File: src/rtl/instruction_fetch_pkg.sv
// Shared types and constants for the instruction fetch stage.
// The fetch queue stores {instruction, fetch PC} pairs as fetch_entry_t.
package fetch_pkg;

  localparam int ADDR_WIDTH  = 16;
  localparam int INSTR_WIDTH = 16;

  typedef logic [ADDR_WIDTH-1:0]  addr_t;
  typedef logic [INSTR_WIDTH-1:0] instr_t;

  typedef struct packed {
    instr_t instr;
    addr_t  pc;
  } fetch_entry_t;

  localparam instr_t       NOP_INSTR   = 16'h0000;
  localparam fetch_entry_t EMPTY_ENTRY = '{instr: NOP_INSTR, pc: '0};

  // Sequential PC step; wraps silently at the top of the address space.
  function automatic addr_t nextPc(input addr_t pc);
    return pc + addr_t'(1);
  endfunction

endpackage

File: src/rtl/instruction_fetch_if.sv
// Fetch-stage bus: ROM address/data, branch redirect from execute and the
// instruction handshake towards decode.
interface instruction_fetch_if;
  import fetch_pkg::*;

  addr_t  InstructionAddress;
  instr_t InstructionIn;
  logic   RedirectValid;
  addr_t  RedirectAddress;
  logic   InstructionValid;
  logic   InstructionReady;
  instr_t Instruction;
  addr_t  InstructionPC;

  modport master (
    output InstructionAddress,
    input  InstructionIn,
    input  RedirectValid,
    input  RedirectAddress,
    output InstructionValid,
    input  InstructionReady,
    output Instruction,
    output InstructionPC
  );

  modport slave (
    input  InstructionAddress,
    output InstructionIn,
    output RedirectValid,
    output RedirectAddress,
    input  InstructionValid,
    output InstructionReady,
    input  Instruction,
    input  InstructionPC
  );

endinterface

File: src/rtl/instruction_fetch_queue.sv
// Small power-of-two FIFO of fetch entries. Flush wins over push/pop so a
// redirect empties the queue in a single edge.
module fetch_queue
  import fetch_pkg::*;
#(
  parameter int DEPTH   = 2,
  parameter int PTR_W   = (DEPTH > 1) ? $clog2(DEPTH) : 1,
  parameter int COUNT_W = $clog2(DEPTH + 1)
) (
  input  logic               clk,
  input  logic               rst_n,
  input  logic               i_push,
  input  fetch_entry_t       i_pushData,
  input  logic               i_pop,
  input  logic               i_flush,
  output logic [COUNT_W-1:0] o_count,
  output fetch_entry_t       o_head
);

  fetch_entry_t       r_mem [DEPTH];
  logic [PTR_W-1:0]   r_wrPtr;
  logic [PTR_W-1:0]   r_rdPtr;
  logic [COUNT_W-1:0] r_count;

  always_ff @(posedge clk or negedge rst_n) begin
    if (!rst_n) begin
      r_wrPtr <= '0;
      r_rdPtr <= '0;
      r_count <= '0;
      for (int i = 0; i < DEPTH; i++) begin
        r_mem[i] <= EMPTY_ENTRY;
      end
    end else if (i_flush) begin
      r_wrPtr <= '0;
      r_rdPtr <= '0;
      r_count <= '0;
    end else begin
      if (i_push) begin
        r_mem[r_wrPtr] <= i_pushData;
        r_wrPtr        <= r_wrPtr + PTR_W'(1);
      end
      if (i_pop) begin
        r_rdPtr <= r_rdPtr + PTR_W'(1);
      end
      case ({i_push, i_pop})
        2'b10:   r_count <= r_count + COUNT_W'(1);
        2'b01:   r_count <= r_count - COUNT_W'(1);
        default: r_count <= r_count;
      endcase
    end
  end

  // An empty queue presents a NOP at PC 0 rather than a stale slot.
  assign o_count = r_count;
  assign o_head  = (r_count != '0) ? r_mem[r_rdPtr] : EMPTY_ENTRY;

endmodule

File: src/rtl/instruction_fetch.sv
// Fetch stage: owns the PC, feeds the ROM address and pushes ROM data into
// the fetch queue; a redirect flushes the queue and reloads the PC.
module instruction_fetch
  import fetch_pkg::*;
#(
  parameter int    QUEUE_DEPTH = 2,
  parameter addr_t RESET_PC    = 16'h0001
) (
  input logic                 clk,
  input logic                 rst_n,
  instruction_fetch_if.master fetchIf
);

  localparam int COUNT_W = $clog2(QUEUE_DEPTH + 1);

  addr_t              r_pc;
  logic [COUNT_W-1:0] w_count;
  fetch_entry_t       w_head;
  fetch_entry_t       w_newEntry;
  logic               w_valid;
  logic               w_full;
  logic               w_dequeue;
  logic               w_enqueue;

  assign w_valid    = (w_count != '0);
  assign w_full     = (w_count == COUNT_W'(QUEUE_DEPTH));
  assign w_dequeue  = w_valid & fetchIf.InstructionReady;
  // A full queue can still accept when decode frees the head this cycle.
  assign w_enqueue  = ~fetchIf.RedirectValid & (~w_full | w_dequeue);
  assign w_newEntry = '{instr: fetchIf.InstructionIn, pc: r_pc};

  always_ff @(posedge clk or negedge rst_n) begin
    if (!rst_n) begin
      r_pc <= RESET_PC;
    end else if (fetchIf.RedirectValid) begin
      r_pc <= fetchIf.RedirectAddress;
    end else if (w_enqueue) begin
      r_pc <= nextPc(r_pc);
    end
  end

  fetch_queue #(
    .DEPTH   (QUEUE_DEPTH),
    .COUNT_W (COUNT_W)
  ) u_queue (
    .clk        (clk),
    .rst_n      (rst_n),
    .i_push     (w_enqueue),
    .i_pushData (w_newEntry),
    .i_pop      (w_dequeue),
    .i_flush    (fetchIf.RedirectValid),
    .o_count    (w_count),
    .o_head     (w_head)
  );

  assign fetchIf.InstructionAddress = r_pc;
  assign fetchIf.InstructionValid   = w_valid;
  assign fetchIf.Instruction        = w_head.instr;
  assign fetchIf.InstructionPC      = w_head.pc;

endmodule

File: src/flat_wrapper.sv
// flat-port wrapper written by rule: the top's interface ports become plain ports
module instruction_fetch_flat import fetch_pkg::*;
#(
  parameter int    QUEUE_DEPTH = 2,
  parameter addr_t RESET_PC    = 16'h0001
)
  (clk, rst_n, fetchIf_InstructionAddress, fetchIf_InstructionIn, fetchIf_RedirectValid, fetchIf_RedirectAddress, fetchIf_InstructionValid, fetchIf_InstructionReady, fetchIf_Instruction, fetchIf_InstructionPC);
  instruction_fetch_if fetchIf_i ();
  input logic clk;
  input logic rst_n;
  output wire logic [$bits(fetchIf_i.InstructionAddress)-1:0] fetchIf_InstructionAddress;
  input wire logic [$bits(fetchIf_i.InstructionIn)-1:0] fetchIf_InstructionIn;
  input wire logic [$bits(fetchIf_i.RedirectValid)-1:0] fetchIf_RedirectValid;
  input wire logic [$bits(fetchIf_i.RedirectAddress)-1:0] fetchIf_RedirectAddress;
  output wire logic [$bits(fetchIf_i.InstructionValid)-1:0] fetchIf_InstructionValid;
  input wire logic [$bits(fetchIf_i.InstructionReady)-1:0] fetchIf_InstructionReady;
  output wire logic [$bits(fetchIf_i.Instruction)-1:0] fetchIf_Instruction;
  output wire logic [$bits(fetchIf_i.InstructionPC)-1:0] fetchIf_InstructionPC;
  assign fetchIf_InstructionAddress = fetchIf_i.InstructionAddress;
  assign fetchIf_i.InstructionIn = fetchIf_InstructionIn;
  assign fetchIf_i.RedirectValid = fetchIf_RedirectValid;
  assign fetchIf_i.RedirectAddress = fetchIf_RedirectAddress;
  assign fetchIf_InstructionValid = fetchIf_i.InstructionValid;
  assign fetchIf_i.InstructionReady = fetchIf_InstructionReady;
  assign fetchIf_Instruction = fetchIf_i.Instruction;
  assign fetchIf_InstructionPC = fetchIf_i.InstructionPC;
  instruction_fetch #(.QUEUE_DEPTH(QUEUE_DEPTH), .RESET_PC(RESET_PC)) u_core (.clk(clk), .rst_n(rst_n), .fetchIf(fetchIf_i));
endmodule
File: config.mk
export PLATFORM = sky130hd
export DESIGN_NAME = instruction_fetch_flat
export DESIGN_NICKNAME = d
export VERILOG_FILES = /design/src/rtl/instruction_fetch_pkg.sv /design/src/rtl/instruction_fetch_if.sv /design/src/rtl/instruction_fetch_queue.sv /design/src/rtl/instruction_fetch.sv /design/src/flat_wrapper.sv
export SDC_FILE = /design/constraint.sdc
export NUM_CORES = 1
export LEC_CHECK = 0
export CAP_MARGIN = 40
export CORE_ASPECT_RATIO = 0.8
export CORE_UTILIZATION = 55
export CTS_CLUSTER_DIAMETER = 120
export DETAILED_ROUTE_END_ITERATION = 8
export HOLD_SLACK_MARGIN = 0.08
export PLACE_DENSITY = 0.89
export SLEW_MARGIN = 20
export SYNTH_ARGS = -nofsm -noshare
export SYNTH_HDL_FRONTEND = slang
export SYNTH_SLANG_ARGS = --single-unit
File: constraint.sdc
create_clock -name clk -period 4.7 [get_ports clk]
set_input_delay 1.175 -clock clk [delete_from_list [all_inputs] [get_ports clk]]
set_output_delay 1.175 -clock clk [all_outputs]
set_load 0.02 [all_outputs]
### Yosys cells after proc, flatten, opt, wreduce, memory -nomap -nowiden

Index checks and enable logic that the tools add are counted.

* register bits after elaboration: 84
* output and inout port bits: 49
* word-level logic and storage cells: 47

* eq/ne operators: 3
* $add $sub $neg: 5
* reductions and logical operators: 6
* bitwise operators: 7
* $lt $le $gt $ge: 3
* muxes and demuxes: 15

Operator list (count)
* 2-to-1 mux 32 bit: 5
* bitwise mux 64 bit: 1
* demux 32 bit (select 1 bit): 1
* 2-to-1 mux 16 bit: 2
* adder 16 x 1 -> 16 bit, second input constant: 1
* nonzero test 2 bit: 3
* == test 2 bit, second input constant: 2
* >= comparator 2 bit, second input constant: 2
* 2-to-1 mux 1 bit: 4
* NOT 1 -> 2 bit: 2
* case mux 2 bit (2 select lines): 1
* nonzero test 3 bit: 1
* adder 1 bit, second input constant: 2
* adder 2 x 1 -> 2 bit, second input constant: 1
* bitwise AND 1 bit: 2
* == test 2 x 1 -> 1 bit, second input constant: 1
* < comparator 2 x 1 -> 1 bit, second input constant: 1
* 2-to-1 mux 2 bit: 1
* NOT 1 bit: 2
* AND reduction 2 bit: 1
* subtractor 2 x 1 -> 2 bit, second input constant: 1
* logical AND 1 bit: 1
* OR 1 bit: 1

### Logic depth before layout (Yosys ltp)

Gate-level depths: netlist of run 1.

* depth after elaboration: 7
* mapped depth: 6
* mapped depth without buffers: 5

### By module

Synthesis of run 1 repeated with hierarchy kept, for this count alone.

* cells, all modules: 330
* area total of the unflattened synthesis: 4027.6 µm²

Modules (own cells, without submodules)
* fetch_queue: cells each 225, sequential area each 1701.6 µm², times used 1, area each 3067.9 µm²
* instruction_fetch: cells each 105, sequential area each 401.6 µm², times used 1, area each 959.7 µm²

### Least setup slack after synthesis of run 1

Ideal clock, no wire load.

* path kind: register to output
* start: reg u_core.u_queue.r_rdPtr
* end: out fetchIf_InstructionPC[0]
* data required time: 3525 ps
* data arrival time: 1447 ps
* path buffers: 2
* slack: 2078 ps
* stages on the path, launching flop included: 5
* cell sequence: dfrtp_1 clkbuf_1 clkbuf_1 mux2i_1 nor2_1

* cells in the longest elaborated chain, start to end: 5

Ends and longest elaborated chain
* start, declared: line instruction_fetch_queue.sv:22 `logic [PTR_W-1:0] r_rdPtr;`
* start signal, assigned: line instruction_fetch_queue.sv:43 `r_rdPtr <= r_rdPtr + PTR_W'(1);`
* NOT 1 -> 2 bit (not written as such): line instruction_fetch_queue.sv:55 `assign o_head = (r_count != '0) ? r_mem[r_rdPtr] : EMPTY_ENTRY;`
* 2-to-1 mux 32 bit (not written as such) (3 in series): line instruction_fetch_queue.sv:55
* 2-to-1 mux 32 bit: line instruction_fetch_queue.sv:55
* end, declared: line flat_wrapper.sv:18 `output wire logic [$bits(fetchIf_i.InstructionPC)-1:0] fetchIf_InstructionPC;`

Every way passes these cells. The select of a mux whose other input is x is not followed.

### Worst setup path in the final report of run 1

* start: reg u_core.u_queue.r_count[1] (netlist: u_core.u_queue.o_count[1])
* end: out fetchIf_InstructionValid

* cells in the longest elaborated chain, start to end: 1

Ends and longest elaborated chain
* start, declared: line instruction_fetch_queue.sv:23 `logic [COUNT_W-1:0] r_count;`
* start signal, assigned: line instruction_fetch_queue.sv:46 `2'b10: r_count <= r_count + COUNT_W'(1);`
* start signal, assigned: line instruction_fetch_queue.sv:47 `2'b01: r_count <= r_count - COUNT_W'(1);`
* start signal, assigned: line instruction_fetch_queue.sv:48 `default: r_count <= r_count;`
* nonzero test 2 bit: line instruction_fetch.sv:25 `assign w_valid = (w_count != '0);`
* end, declared: line flat_wrapper.sv:15 `output wire logic [$bits(fetchIf_i.InstructionValid)-1:0] fetchIf_InstructionValid;`

Every way passes these cells.

==> impl_results.html, run 1 <==
<table>
<tr><th>Metric</th><th>Value</th></tr>
<tr><th colspan="2">Pwr</th></tr>
<tr><td>Pwr Total</td><td>2230 uW</td></tr>
<tr><td>Internal power summed over all cells</td><td>1540 uW</td></tr>
<tr><td>Net switching power</td><td>just under 700 uW</td></tr>
<tr><td>Power share of the sequential group</td><td>0.457</td></tr>
<tr><td>Power density over the cells</td><td>about 440 nW/um^2</td></tr>
<tr><td>Net switching share of the total power</td><td>0.307</td></tr>
<tr><td>Peak supply drop</td><td>~0.24 mV</td></tr>
<tr><td>Portion of total power attributed to combinational logic</td><td>0.298</td></tr>
<tr><td>Leakage power total</td><td>~0.0020 uW</td></tr>
<tr><td>Power share of the clock group</td><td>0.245</td></tr>
<tr><th colspan="2">Synth</th></tr>
<tr><td>Post-synthesis xor/xnor area fraction</td><td>0.0288</td></tr>
<tr><td>Synth area leader</td><td>sky130_fd_sc_hd__dfrtp_1</td></tr>
<tr><td>Part of the Yosys area used for sequential elements</td><td>0.532</td></tr>
<tr><td>Area fraction of the dominant cell type after synthesis</td><td>0.526</td></tr>
<tr><td>Post-synthesis sequential element count</td><td>84</td></tr>
<tr><td>Average size of a mapped cell</td><td>12.1 um^2</td></tr>
<tr><td>Synth top area cells</td><td>sky130_fd_sc_hd__dfrtp_1 (53%), sky130_fd_sc_hd__mux2_2 (18%), sky130_fd_sc_hd__mux2i_1 (8.9%)</td></tr>
<tr><td>Post-synthesis mux area share</td><td>0.274</td></tr>
<tr><td>Number of instances in the synthesized netlist</td><td>327</td></tr>
<tr><td>Post-synthesis compound-gate area fraction</td><td>0.0272</td></tr>
<tr><td>Main combinational cell family by area after synthesis</td><td>multiplexers</td></tr>
<tr><td>Syn. warnings</td><td>0</td></tr>
<tr><td>Syn Std Cell Area</td><td>3950 um^2</td></tr>
<tr><td>Number of library cell types mapped by synthesis</td><td>35</td></tr>
<tr><td>Net count after synthesis</td><td>approximately 360</td></tr>
<tr><td>Synthesized-area fraction occupied by and/or/nand/nor cells</td><td>0.105</td></tr>
<tr><td>Post-synthesis share of cell area spent on full adders, half adders and majority gates</td><td>0.00317</td></tr>
<tr><th colspan="2">Route</th></tr>
<tr><td>Wire length per cell after detailed routing</td><td>about 18 um</td></tr>
<tr><td>Routed Wire Length</td><td>~8.9 mm</td></tr>
<tr><td>Detailed Routing Iterations Pass 1</td><td>4</td></tr>
<tr><td>Mean number of vias per cell</td><td>roughly 5.7</td></tr>
<tr><td>Number of DRC markers after the initial detailed-route iteration</td><td>~130</td></tr>
<tr><td>Total DRC errors in the routed layout</td><td>0</td></tr>
<tr><td>Remaining antenna violation count after routing</td><td>0</td></tr>
<tr><td>Via count</td><td>between 2000 and 3000</td></tr>
<tr><th colspan="2">STA</th></tr>
<tr><td>Final period demand of the worst path</td><td>3.48 ns</td></tr>
<tr><td>Maximum clock frequency</td><td>around 290 MHz</td></tr>
<tr><td>Post-route setup TNS</td><td>0 ns</td></tr>
<tr><td>Worst hold slack after final layout</td><td>between 0.5 and 0.6 ns</td></tr>
<tr><td>Worst-Margin Slew</td><td>between 0.8 and 0.9 ns</td></tr>
<tr><td>Max transition margin</td><td>0.444</td></tr>
<tr><td>Final count of negative-setup-slack endpoints</td><td>0</td></tr>
<tr><td>Number of failing hold endpoints at the final stage</td><td>0</td></tr>
<tr><td>Number of pins with negative max-slew slack in the final report</td><td>0</td></tr>
<tr><td>Setup repair after global routing missed its margin</td><td>no</td></tr>
<tr><td>Share of the clock period used by the worst path after layout</td><td>0.741</td></tr>
<tr><td>Worst setup skew after layout</td><td>0.00889 ns</td></tr>
<tr><th colspan="2">CTS</th></tr>
<tr><td>Setup bufs post-CTS</td><td>0</td></tr>
<tr><td>CTS Buf Count</td><td>9</td></tr>
<tr><td>H-Tree Level Count</td><td>3</td></tr>
<tr><td>Number of gates resized after CTS</td><td>0</td></tr>
<tr><td>Clock latency on the worst-skew pair</td><td>around 0.35 ns</td></tr>
<tr><td>Clock Pin Slew Worst Setup and Hold Paths</td><td>approximately 0.080 ns</td></tr>
<tr><td>Clock Tree Root</td><td>sky130_fd_sc_hd__clkbuf_8</td></tr>
<tr><td>Cts-stage hold buffer count</td><td>0</td></tr>
<tr><td>Number of sinks handled by clock tree synthesis</td><td>84</td></tr>
<tr><td>Clock tree from TritonCTS</td><td>yes</td></tr>
<tr><td>Maximum clock path buffer count</td><td>2</td></tr>
<tr><th colspan="2">GRT</th></tr>
<tr><td>Number of antenna violations at the first check in global routing</td><td>0</td></tr>
<tr><td>M2 GR Usage</td><td>0.445</td></tr>
<tr><td>First-pass GRT wire length</td><td>15.0 mm</td></tr>
<tr><td>Gr ovfl total</td><td>0</td></tr>
<tr><td>Global-route total usage across every layer</td><td>0.255</td></tr>
<tr><td>Global Route met1 Usage</td><td>0.311</td></tr>
<tr><td>Via count of the first global-routing pass</td><td>3136</td></tr>
<tr><td>Largest net degree at the start of global routing</td><td>just under 60</td></tr>
<tr><td>Global routing usage on met3</td><td>0.0631</td></tr>
<tr><td>GRT busiest layer</td><td>met2</td></tr>
<tr><th colspan="2">Placed design</th></tr>
<tr><td>Count of buffers from port buffering</td><td>84</td></tr>
<tr><td>Final estimated routing congestion in global placement</td><td>0.788</td></tr>
<tr><td>Post-DP HPWL</td><td>~6.1 mm</td></tr>
<tr><th colspan="2">Floorplanning</th></tr>
<tr><td>Initial Utilization</td><td>0.570</td></tr>
<tr><td>Total core area</td><td>6930 um^2</td></tr>
<tr><td>Die Footprint</td><td>7530 um^2</td></tr>
<tr><td>Cell Rows</td><td>27</td></tr>
<tr><td>Overall die width</td><td>between 90 and 100 um</td></tr>
<tr><td>Die height</td><td>77.8 um</td></tr>
<tr><td>I/O pin count</td><td>85</td></tr>
<tr><th colspan="2">Critical path</th></tr>
<tr><td>CP Capture Type</td><td>output pin</td></tr>
<tr><td>Worst R2R Setup Slack</td><td>2.34 ns</td></tr>
<tr><td>R2r startpoint</td><td>u_core.u_queue.o_count[1]</td></tr>
<tr><td>CP Data Arrival Time</td><td>about 2.3 ns</td></tr>
<tr><td>Crit-path cells</td><td>nor2_2 -&gt; buf_4 -&gt; inv_1 -&gt; clkdlybuf4s50_1</td></tr>
<tr><td>Worst Path Required</td><td>3.52 ns</td></tr>
<tr><td>Worst path slowest cell</td><td>sky130_fd_sc_hd__clkdlybuf4s50_1</td></tr>
<tr><td>Largest fanout on the critical path</td><td>24</td></tr>
<tr><td>Dominant delay contributor by cell family on the critical path</td><td>buffers and inverters</td></tr>
<tr><td>Largest stage delay on the critical path</td><td>0.56 ns</td></tr>
<tr><td>Crit path buf inv count</td><td>3</td></tr>
<tr><td>Worst setup path startpoint</td><td>u_core.u_queue.o_count[1]</td></tr>
<tr><td>Worst-case reg-to-reg path depth</td><td>4</td></tr>
<tr><td>Setup Crit Path Kind</td><td>reg2out</td></tr>
<tr><td>Worst r2r dst</td><td>u_core.u_queue.r_mem[3]</td></tr>
<tr><td>Category of the worst setup path launch point</td><td>register</td></tr>
<tr><th colspan="2">Layout</th></tr>
<tr><td>Most frequent cells in the layout</td><td>sky130_fd_sc_hd__clkdlybuf4s50_1 (83), sky130_fd_sc_hd__dfrtp_1 (82), sky130_fd_sc_hd__mux2_2 (64)</td></tr>
<tr><td>Antenna cell count</td><td>0</td></tr>
<tr><td>Fraction of final layout cells sized beyond drive strength 1</td><td>0.225</td></tr>
<tr><td>Leading cell type in the layout, fill and taps excluded</td><td>sky130_fd_sc_hd__clkdlybuf4s50_1</td></tr>
<tr><td>Util after Layout</td><td>0.736</td></tr>
<tr><td>Layout Area Growth over Synthesis</td><td>29.0%</td></tr>
<tr><td>Number of nets in the layout</td><td>around 450</td></tr>
<tr><th colspan="2">Outcome</th></tr>
<tr><td>Status</td><td>complete, no violations</td></tr>
<tr><th colspan="2">Hold path</th></tr>
<tr><td>Hold crit path type</td><td>reg2reg</td></tr>
<tr><td>Endpoint, Worst Hold</td><td>u_core.u_queue.r_mem[16]</td></tr>
<tr><td>Hold Path Stages</td><td>1</td></tr>
<tr><td>Worst hold start</td><td>u_core.u_queue.r_mem[16]</td></tr>
<tr><th colspan="2">Job</th></tr>
<tr><td>Max cap viols</td><td>0</td></tr>
</table>
==> power groups by stage <==
stage               Combinational, uW  Clock, uW  Sequential [uW]
floorplan                         402          0              997
global placement                  626          0             1020
detailed placement                669          0             1030
CTS                               673        551             1020
global route                      716        576             1040
finish                            665        545             1020
==> layer usage <==
metal,part of all wire,wire length [um]
met1,0.43,3840
met2,0.51,4560
met3,0.044,395
met4,0.017,153
met5,0,0
==> synthesized netlist by cell type <==
master	count
sky130_fd_sc_hd__nor4_1	4
sky130_fd_sc_hd__or3_4	1
sky130_fd_sc_hd__xor2_1	6
sky130_fd_sc_hd__o31ai_1	2
sky130_fd_sc_hd__dfrtp_1	83
sky130_fd_sc_hd__nor2b_1	3
sky130_fd_sc_hd__ha_1	1
sky130_fd_sc_hd__a21oi_1	1
sky130_fd_sc_hd__nand3_2	1
sky130_fd_sc_hd__clkbuf_1	10
sky130_fd_sc_hd__buf_2	4
sky130_fd_sc_hd__mux2_1	1
sky130_fd_sc_hd__nor4b_1	1
sky130_fd_sc_hd__nor2_1	40
sky130_fd_sc_hd__nor3_1	4
sky130_fd_sc_hd__nand3_1	2
sky130_fd_sc_hd__xnor2_1	7
sky130_fd_sc_hd__nor3b_2	1
sky130_fd_sc_hd__or4_1	2
sky130_fd_sc_hd__a31oi_1	2
sky130_fd_sc_hd__buf_6	3
sky130_fd_sc_hd__a221o_1	1
sky130_fd_sc_hd__nand4_1	6
sky130_fd_sc_hd__a22oi_1	2
sky130_fd_sc_hd__o21ai_0	10
sky130_fd_sc_hd__dfstp_2	1
sky130_fd_sc_hd__or3b_1	1
sky130_fd_sc_hd__and3_1	1
sky130_fd_sc_hd__clkbuf_2	1
sky130_fd_sc_hd__nand2_1	20
sky130_fd_sc_hd__mux2i_1	35
sky130_fd_sc_hd__mux2_2	64
sky130_fd_sc_hd__buf_1	1
sky130_fd_sc_hd__or2_2	1
sky130_fd_sc_hd__inv_1	4
==> kinds of logic after synthesis <==
family	count (synthesis)
mux	100
compound gates	18
fa+ha+maj	1
flops	84
simple gates	88
xor+xnor	13
buf+inv	23
==> flip-flops by register name, summed over array words and instances (netlist names) <==
signal	count
u_core.u_queue.o_count	2
u_core.u_queue.r_wrPtr	1
u_core.fetchIf.InstructionAddress	16
u_core.u_queue.r_mem	64
u_core.u_queue.r_rdPtr	1
==> area by class of cell <==
type	count	area (um^2)
Inverter	4	15.0
Sequential cell	84	2100
Timing Repair Buffer	90	923
Fill cell	477	1830
Tap cell	87	109
Clock buffer	10	128
Clock inverter	5	77.6
Multi-Input combinational cell	220	1740
==> worst max-delay path by stage <==
| stage | end | depth (start not counted) |
|---|---|---|
| floorplan | fetchIf_InstructionPC[0] | 4 |
| global route | fetchIf_InstructionValid | 4 |
| CTS | fetchIf_InstructionValid | 4 |
| detailed placement | u_core.u_queue.r_mem[3] | 5 |
| global placement | u_core.u_queue.r_mem[22] | 5 |
| finish | fetchIf_InstructionValid | 4 |
==> per-stage QoR <==
step           area (um^2)  cells  worst slack [ns]
3_5_place_dp          4890    485              1.04
4_1_cts               5100    500              1.21
2_1_floorplan         3950    327              2.08
3_3_place_gp          4840    483              1.11
5_1_grt               5100    500              1.10
6_report              5100    500              1.22
Note: power is estimated with default switching activity, not from simulation.
==> inputs of run 2 (changes only) <==
--- a/config.mk
+++ b/config.mk
@@ -7,11 +7,11 @@
 export LEC_CHECK = 0
 export CAP_MARGIN = 40
 export CORE_ASPECT_RATIO = 0.8
-export CORE_UTILIZATION = 55
+export CORE_UTILIZATION = 51
 export CTS_CLUSTER_DIAMETER = 120
 export DETAILED_ROUTE_END_ITERATION = 8
 export HOLD_SLACK_MARGIN = 0.08
-export PLACE_DENSITY = 0.89
+export PLACE_DENSITY = 0.83
 export SLEW_MARGIN = 20
 export SYNTH_ARGS = -nofsm -noshare
 export SYNTH_HDL_FRONTEND = slang
==> constraint.sdc (replaced) <==
create_clock -name clk -period 3.45 [get_ports clk]
set_input_delay 0.8625 -clock clk [delete_from_list [all_inputs] [get_ports clk]]
set_output_delay 0.8625 -clock clk [all_outputs]
set_load 0.02 [all_outputs]
==> run 2 against run 1 <==
Compared with the run above: worst setup slack lost 0.88 ns; cell area rose by 0.42%; clock power increased by 32%; critical path depth unchanged; total power up 34%; utilization is 5.0 points lower; via count down 1.2%; sequential power is 35% higher; sequential share of layout area shrank 0.17 points; final cell count rose by 4.2%; register-to-register slack worse by 1.0 ns.
==> impl_results.html, run 2 (synthesis gave the netlist of run 1 again) <==
<table>
<tr><th>Metric</th><th>Value</th></tr>
<tr><th colspan="2">Outcome</th></tr>
<tr><td>Status</td><td>complete, no violations</td></tr>
<tr><th colspan="2">STA</th></tr>
<tr><td>Final count of negative-setup-slack endpoints</td><td>0</td></tr>
<tr><td>Worst-Margin Slew</td><td>between 0.6 and 0.7 ns</td></tr>
<tr><td>Number of failing hold endpoints at the final stage</td><td>0</td></tr>
<tr><td>Number of pins with negative max-slew slack in the final report</td><td>0</td></tr>
<tr><td>Post-route setup TNS</td><td>0 ns</td></tr>
<tr><td>Max transition margin</td><td>0.577</td></tr>
<tr><td>Worst setup skew after layout</td><td>around 0.0075 ns</td></tr>
<tr><td>Share of the clock period used by the worst path after layout</td><td>0.903</td></tr>
<tr><td>Setup repair after global routing missed its margin</td><td>no</td></tr>
<tr><td>Maximum clock frequency</td><td>roughly 320 MHz</td></tr>
<tr><td>Final period demand of the worst path</td><td>3.11 ns</td></tr>
<tr><th colspan="2">Route</th></tr>
<tr><td>Total DRC errors in the routed layout</td><td>0</td></tr>
<tr><td>Mean number of vias per cell</td><td>5.39</td></tr>
<tr><td>Wire length per cell after detailed routing</td><td>around 16 um</td></tr>
<tr><td>Detailed Routing Iterations Pass 1</td><td>5</td></tr>
<tr><td>Number of DRC markers after the initial detailed-route iteration</td><td>160</td></tr>
<tr><td>Remaining antenna violation count after routing</td><td>0</td></tr>
<tr><td>Routed Wire Length</td><td>8.48 mm</td></tr>
<tr><td>Via count</td><td>2808</td></tr>
<tr><th colspan="2">Layout</th></tr>
<tr><td>Leading cell type in the layout, fill and taps excluded</td><td>sky130_fd_sc_hd__clkdlybuf4s50_1</td></tr>
<tr><td>Layout Area Growth over Synthesis</td><td>29.6%</td></tr>
<tr><td>Design Area, Final</td><td>5120 um^2</td></tr>
<tr><td>Post-Layout Cell Count</td><td>521</td></tr>
<tr><td>Most frequent cells in the layout</td><td>sky130_fd_sc_hd__clkdlybuf4s50_1 (83), sky130_fd_sc_hd__dfrtp_1 (82), sky130_fd_sc_hd__mux2_2 (64)</td></tr>
<tr><td>Max reg flops</td><td>between 60 and 70</td></tr>
<tr><td>Antenna cell count</td><td>0</td></tr>
<tr><td>Number of nets in the layout</td><td>roughly 450</td></tr>
<tr><td>Fraction of final layout cells sized beyond drive strength 1</td><td>0.233</td></tr>
<tr><td>Util after Layout</td><td>0.686</td></tr>
<tr><td>Most flop-heavy register</td><td>u_core.u_queue.r_mem</td></tr>
<tr><th colspan="2">GRT</th></tr>
<tr><td>Largest net degree at the start of global routing</td><td>50</td></tr>
<tr><td>Gr ovfl total</td><td>0</td></tr>
<tr><td>First-pass GRT wire length</td><td>approximately 14 mm</td></tr>
<tr><td>Via count of the first global-routing pass</td><td>approximately 2800</td></tr>
<tr><td>Number of antenna violations at the first check in global routing</td><td>0</td></tr>
<tr><td>Global-route total usage across every layer</td><td>0.225</td></tr>
<tr><th colspan="2">Critical path</th></tr>
<tr><td>CP Data Arrival Time</td><td>2.25 ns</td></tr>
<tr><td>Category of the worst setup path launch point</td><td>register</td></tr>
<tr><td>Largest fanout on the critical path</td><td>18</td></tr>
<tr><td>CP Capture Type</td><td>output pin</td></tr>
<tr><td>Setup Crit Path Kind</td><td>reg2out</td></tr>
<tr><td>Worst Path Required</td><td>approximately 2.6 ns</td></tr>
<tr><th colspan="2">Hold path</th></tr>
<tr><td>Hold crit path type</td><td>reg2reg</td></tr>
<tr><th colspan="2">CTS</th></tr>
<tr><td>H-Tree Level Count</td><td>3</td></tr>
<tr><td>Number of gates resized after CTS</td><td>0</td></tr>
<tr><td>Maximum clock path buffer count</td><td>2</td></tr>
<tr><td>Setup bufs post-CTS</td><td>0</td></tr>
<tr><td>Clock Tree Root</td><td>sky130_fd_sc_hd__clkbuf_8</td></tr>
<tr><td>Clock tree from TritonCTS</td><td>yes</td></tr>
<tr><td>CTS Buf Count</td><td>9</td></tr>
<tr><td>Number of sinks handled by clock tree synthesis</td><td>84</td></tr>
<tr><td>Cts-stage hold buffer count</td><td>0</td></tr>
<tr><td>Clock Pin Slew Worst Setup and Hold Paths</td><td>0.08 ns</td></tr>
<tr><td>Clock latency on the worst-skew pair</td><td>around 0.34 ns</td></tr>
<tr><th colspan="2">Pwr</th></tr>
<tr><td>Power density over the cells</td><td>585 nW/um^2</td></tr>
<tr><td>Leakage power total</td><td>0.00206 uW</td></tr>
<tr><td>Peak supply drop</td><td>approximately 0.32 mV</td></tr>
<tr><th colspan="2">Job</th></tr>
<tr><td>Max cap viols</td><td>0</td></tr>
<tr><th colspan="2">Placed design</th></tr>
<tr><td>Final estimated routing congestion in global placement</td><td>0.788</td></tr>
<tr><td>Area post-placement</td><td>roughly 4900 um^2</td></tr>
<tr><td>Count of buffers from port buffering</td><td>84</td></tr>
<tr><td>Post-placement cell count</td><td>around 500</td></tr>
<tr><td>Post-DP HPWL</td><td>a little under 6 mm</td></tr>
<tr><th colspan="2">Floorplanning</th></tr>
<tr><td>Initial Utilization</td><td>0.529</td></tr>
<tr><td>Die height</td><td>about 81 um</td></tr>
<tr><td>Overall die width</td><td>approximately 100 um</td></tr>
<tr><td>Die Footprint</td><td>slightly above 8000 um^2</td></tr>
<tr><td>Cell Rows</td><td>28</td></tr>
<tr><td>Total core area</td><td>approximately 7500 um^2</td></tr>
<tr><td>I/O pin count</td><td>85</td></tr>
</table>
## run 2: through the flow
step / total power (uW) / hold slack, ns / setup WS [ns]
after CTS: 3010 / 0.494 / 0.294
after floorplan: 1910 / 0.458 / 1.14
after global placement: 2260 / 0.470 / 0.615
after global routing: 3150 / 0.509 / 0.232
final: 2990 / 0.489 / 0.335
after detailed placement: 2290 / 0.476 / 0.574
## run 2: area by class of cell
class	instances	area, um^2
Clock buffer	12	165
Clock inverter	3	43.8
Fill cell	584	2340
Inverter	4	15.0
Multi-Input combinational cell	220	1740
Sequential cell	84	2100
Tap cell	105	131
Timing Repair Buffer	93	918
## run 2: metal layers
layer / up-vias / global-route usage / routed length (um)
met5: - / 0 / 0
met4: 0 / 0.0565 / 91
met3: 12 / 0.0531 / 378
met2: 81 / 0.359 / 3950
met1: 1407 / 0.313 / 4060
li1: 1308 / - / -
## run 2: worst max-delay path: stages (launching register included)
cell and delay, ns:
sky130_fd_sc_hd__dfrtp_2 0.72, sky130_fd_sc_hd__buf_4 0.31, sky130_fd_sc_hd__mux2i_1 0.26, sky130_fd_sc_hd__nor2_1 0.07
sky130_fd_sc_hd__clkdlybuf4s50_1 0.55
## run 2: path summary, 6_finish.rpt
kind,start,endpoint,slack (ns),cells past startpoint
hold / removal,u_core.u_queue.r_mem[16],u_core.u_queue.r_mem[16],0.49,1
max in group asynchronous,rst_n,u_core.u_queue.r_mem[21],2.30,2
setup / recovery,u_core.u_queue.r_rdPtr,fetchIf_InstructionPC[14],0.34,4
hold reg to reg,u_core.u_queue.r_mem[16],u_core.u_queue.r_mem[16],0.49,1
setup reg to reg,u_core.fetchIf.InstructionAddress[0],u_core.fetchIf.InstructionAddress[14],1.32,5
min in group asynchronous,rst_n,u_core.fetchIf.InstructionAddress[11],0.53,1
## run 2: power breakdown
| group | internal (uW) | switching [uW] | total (uW) |
|---|---|---|---|
| clock | 392 | 330 | 722 |
| combinational | 487 | 403 | 889 |
| sequential | 1210 | 171 | 1380 |
==> inputs of run 3 (changes only) <==
--- a/config.mk
+++ b/config.mk
@@ -12,7 +12,7 @@
 export DETAILED_ROUTE_END_ITERATION = 8
 export HOLD_SLACK_MARGIN = 0.08
 export PLACE_DENSITY = 0.83
-export SLEW_MARGIN = 20
+export SLEW_MARGIN = 10
 export SYNTH_ARGS = -nofsm -noshare
 export SYNTH_HDL_FRONTEND = slang
 export SYNTH_SLANG_ARGS = --single-unit
==> run 3 against run 2 <==
Compared with the run above: sequential share of layout area is 0.18 points lower; hold slack got worse by 0.12 ns; sequential power is essentially flat; die area unchanged; via count grew 0.61%; combinational power hardly changed.
==> impl_results.html, run 3 (synthesis gave the netlist of run 1 again) <==
<table>
<tr><th>Metric</th><th>Value</th></tr>
<tr><th colspan="2">CTS</th></tr>
<tr><td>Setup bufs post-CTS</td><td>0</td></tr>
<tr><td>Clock tree from TritonCTS</td><td>yes</td></tr>
<tr><td>Number of sinks handled by clock tree synthesis</td><td>84</td></tr>
<tr><td>Clock latency on the worst-skew pair</td><td>approximately 0.35 ns</td></tr>
<tr><td>H-Tree Level Count</td><td>3</td></tr>
<tr><td>Cts-stage hold buffer count</td><td>0</td></tr>
<tr><td>CTS Buf Count</td><td>9</td></tr>
<tr><td>Clock Pin Slew Worst Setup and Hold Paths</td><td>0.08 ns</td></tr>
<tr><td>Number of gates resized after CTS</td><td>0</td></tr>
<tr><td>Maximum clock path buffer count</td><td>2</td></tr>
<tr><td>Clock Tree Root</td><td>sky130_fd_sc_hd__clkbuf_8</td></tr>
<tr><th colspan="2">GRT</th></tr>
<tr><td>Via count of the first global-routing pass</td><td>roughly 2900</td></tr>
<tr><td>First-pass GRT wire length</td><td>13.8 mm</td></tr>
<tr><td>Largest net degree at the start of global routing</td><td>69</td></tr>
<tr><td>Number of antenna violations at the first check in global routing</td><td>0</td></tr>
<tr><td>Gr ovfl total</td><td>0</td></tr>
<tr><td>Global-route total usage across every layer</td><td>0.224</td></tr>
<tr><th colspan="2">Critical path</th></tr>
<tr><td>R2r startpoint</td><td>u_core.fetchIf.InstructionAddress[0]</td></tr>
<tr><td>Worst Path Required</td><td>between 2 and 3 ns</td></tr>
<tr><td>Category of the worst setup path launch point</td><td>register</td></tr>
<tr><td>Largest fanout on the critical path</td><td>18</td></tr>
<tr><td>Worst R2R Setup Slack</td><td>around 1.3 ns</td></tr>
<tr><td>Worst r2r dst</td><td>u_core.fetchIf.InstructionAddress[14]</td></tr>
<tr><td>CP Data Arrival Time</td><td>between 2 and 2.5 ns</td></tr>
<tr><td>CP Capture Type</td><td>output pin</td></tr>
<tr><td>Setup Crit Path Kind</td><td>reg2out</td></tr>
<tr><td>Worst-case reg-to-reg path depth</td><td>5</td></tr>
<tr><th colspan="2">Hold path</th></tr>
<tr><td>Hold crit path type</td><td>in2async</td></tr>
<tr><th colspan="2">Layout</th></tr>
<tr><td>Number of nets in the layout</td><td>~450</td></tr>
<tr><td>Most frequent cells in the layout</td><td>sky130_fd_sc_hd__clkdlybuf4s50_1 (83), sky130_fd_sc_hd__dfrtp_1 (82), sky130_fd_sc_hd__mux2_2 (64)</td></tr>
<tr><td>Max reg flops</td><td>64</td></tr>
<tr><td>Design Area, Final</td><td>about 5000 um^2</td></tr>
<tr><td>Fraction of final layout cells sized beyond drive strength 1</td><td>0.235</td></tr>
<tr><td>Util after Layout</td><td>0.689</td></tr>
<tr><td>Post-Layout Cell Count</td><td>about 520</td></tr>
<tr><td>Most flop-heavy register</td><td>u_core.u_queue.r_mem</td></tr>
<tr><td>Leading cell type in the layout, fill and taps excluded</td><td>sky130_fd_sc_hd__clkdlybuf4s50_1</td></tr>
<tr><td>Layout Area Growth over Synthesis</td><td>30.1%</td></tr>
<tr><td>Antenna cell count</td><td>0</td></tr>
<tr><th colspan="2">Job</th></tr>
<tr><td>Max cap viols</td><td>0</td></tr>
<tr><th colspan="2">STA</th></tr>
<tr><td>Number of pins with negative max-slew slack in the final report</td><td>0</td></tr>
<tr><td>Maximum clock frequency</td><td>320 MHz</td></tr>
<tr><td>Number of failing hold endpoints at the final stage</td><td>0</td></tr>
<tr><td>Final period demand of the worst path</td><td>between 3 and 4 ns</td></tr>
<tr><td>Final count of negative-setup-slack endpoints</td><td>0</td></tr>
<tr><td>Worst hold slack after final layout</td><td>around 0.37 ns</td></tr>
<tr><td>Share of the clock period used by the worst path after layout</td><td>0.905</td></tr>
<tr><td>Post-route setup TNS</td><td>0 ns</td></tr>
<tr><td>Worst-Margin Slew</td><td>between 0.5 and 0.6 ns</td></tr>
<tr><td>Setup repair after global routing missed its margin</td><td>no</td></tr>
<tr><td>Max transition margin</td><td>0.611</td></tr>
<tr><td>Worst setup skew after layout</td><td>~0.0084 ns</td></tr>
<tr><th colspan="2">Route</th></tr>
<tr><td>Total DRC errors in the routed layout</td><td>0</td></tr>
<tr><td>Number of DRC markers after the initial detailed-route iteration</td><td>roughly 130</td></tr>
<tr><td>Via count</td><td>~2800</td></tr>
<tr><td>Detailed Routing Iterations Pass 1</td><td>6</td></tr>
<tr><td>Mean number of vias per cell</td><td>5.41</td></tr>
<tr><td>Remaining antenna violation count after routing</td><td>0</td></tr>
<tr><td>Wire length per cell after detailed routing</td><td>16.1 um</td></tr>
<tr><td>Routed Wire Length</td><td>~8.4 mm</td></tr>
<tr><th colspan="2">Pwr</th></tr>
<tr><td>Leakage power total</td><td>a little over 0.002 uW</td></tr>
<tr><td>Peak supply drop</td><td>0.299 mV</td></tr>
<tr><td>Power density over the cells</td><td>593 nW/um^2</td></tr>
<tr><th colspan="2">Floorplanning</th></tr>
<tr><td>Initial Utilization</td><td>0.529</td></tr>
<tr><td>Total core area</td><td>7460 um^2</td></tr>
<tr><td>Die Footprint</td><td>between 8000 and 9000 um^2</td></tr>
<tr><td>Die height</td><td>roughly 81 um</td></tr>
<tr><td>Overall die width</td><td>around 100 um</td></tr>
<tr><td>I/O pin count</td><td>between 80 and 90</td></tr>
<tr><td>Cell Rows</td><td>28</td></tr>
<tr><th colspan="2">Placed design</th></tr>
<tr><td>Post-DP HPWL</td><td>approximately 5.8 mm</td></tr>
<tr><td>Post-placement cell count</td><td>slightly above 500</td></tr>
<tr><td>Area post-placement</td><td>roughly 4900 um^2</td></tr>
<tr><td>Final estimated routing congestion in global placement</td><td>0.788</td></tr>
<tr><td>Count of buffers from port buffering</td><td>84</td></tr>
<tr><th colspan="2">Outcome</th></tr>
<tr><td>Status</td><td>complete, no violations</td></tr>
</table>
==> run 3: changes by cell type in the layout (fill, tap and decap cells not counted) <==
cell / previous run / this run
sky130_fd_sc_hd__clkbuf_8: 12 / 10
sky130_fd_sc_hd__bufinv_16: 1 / 2
sky130_fd_sc_hd__clkinv_2: 1 / 2
sky130_fd_sc_hd__buf_16: 0 / 1
sky130_fd_sc_hd__clkinvlp_4: 0 / 1
sky130_fd_sc_hd__buf_12: 1 / 0
==> run 3: how the worst max path moves through the flow <==
stage                                   startpoint                         to  slack (ns)  depth (start not counted)
final                       u_core.u_queue.r_rdPtr   fetchIf_InstructionPC[1]        0.33                          4
after global routing        u_core.u_queue.r_rdPtr  fetchIf_InstructionPC[11]        0.23                          4
after CTS                   u_core.u_queue.r_rdPtr   fetchIf_InstructionPC[1]        0.27                          4
after detailed placement  fetchIf_InstructionReady   u_core.u_queue.r_mem[16]        0.59                          5
after global placement    fetchIf_InstructionReady   u_core.u_queue.r_mem[16]        0.62                          5
after floorplan             u_core.u_queue.r_rdPtr   fetchIf_InstructionPC[0]        1.14                          4
==> run 3: where the power goes <==
group          leakage [uW]  switching, uW  internal [uW]
Combinational      0.000964            402            487
Clock              0.000113            349            427
Sequential         0.000993            169           1210
Total               0.00207            920           2130
==> run 3: area by class of cell <==
class / instances / area (um^2)
Timing Repair Buffer: 93 / 926
Tap cell: 105 / 131
Multi-Input combinational cell: 220 / 1740
Sequential cell: 84 / 2100
Clock buffer: 10 / 138
Inverter: 4 / 15.0
Clock inverter: 6 / 86.3
Fill cell: 566 / 2320
==> run 3: worst max-delay path, cell delays in order (launching register included) <==
cell                              delay, ns
sky130_fd_sc_hd__dfrtp_2               0.71
sky130_fd_sc_hd__buf_4                 0.31
sky130_fd_sc_hd__mux2i_1               0.26
sky130_fd_sc_hd__nor2_1                0.07
sky130_fd_sc_hd__clkdlybuf4s50_1       0.56
==> run 3: per-layer routing <==
layer | vias to the layer above | track usage | part of all wire
met4 | 0 | 0.0667 | 0.013
met5 | - | 0 | 0
met2 | 83 | 0.371 | 0.48
met1 | 1415 | 0.288 | 0.45
met3 | 14 | 0.0644 | 0.056
li1 | 1313 | - | -
==> run 3: stage by stage <==
step	worst slack (ns)	power, uW
final	0.327	3050
after floorplan	1.14	1910
after detailed placement	0.591	2290
after global placement	0.615	2260
after global routing	0.228	3210
after CTS	0.266	3080
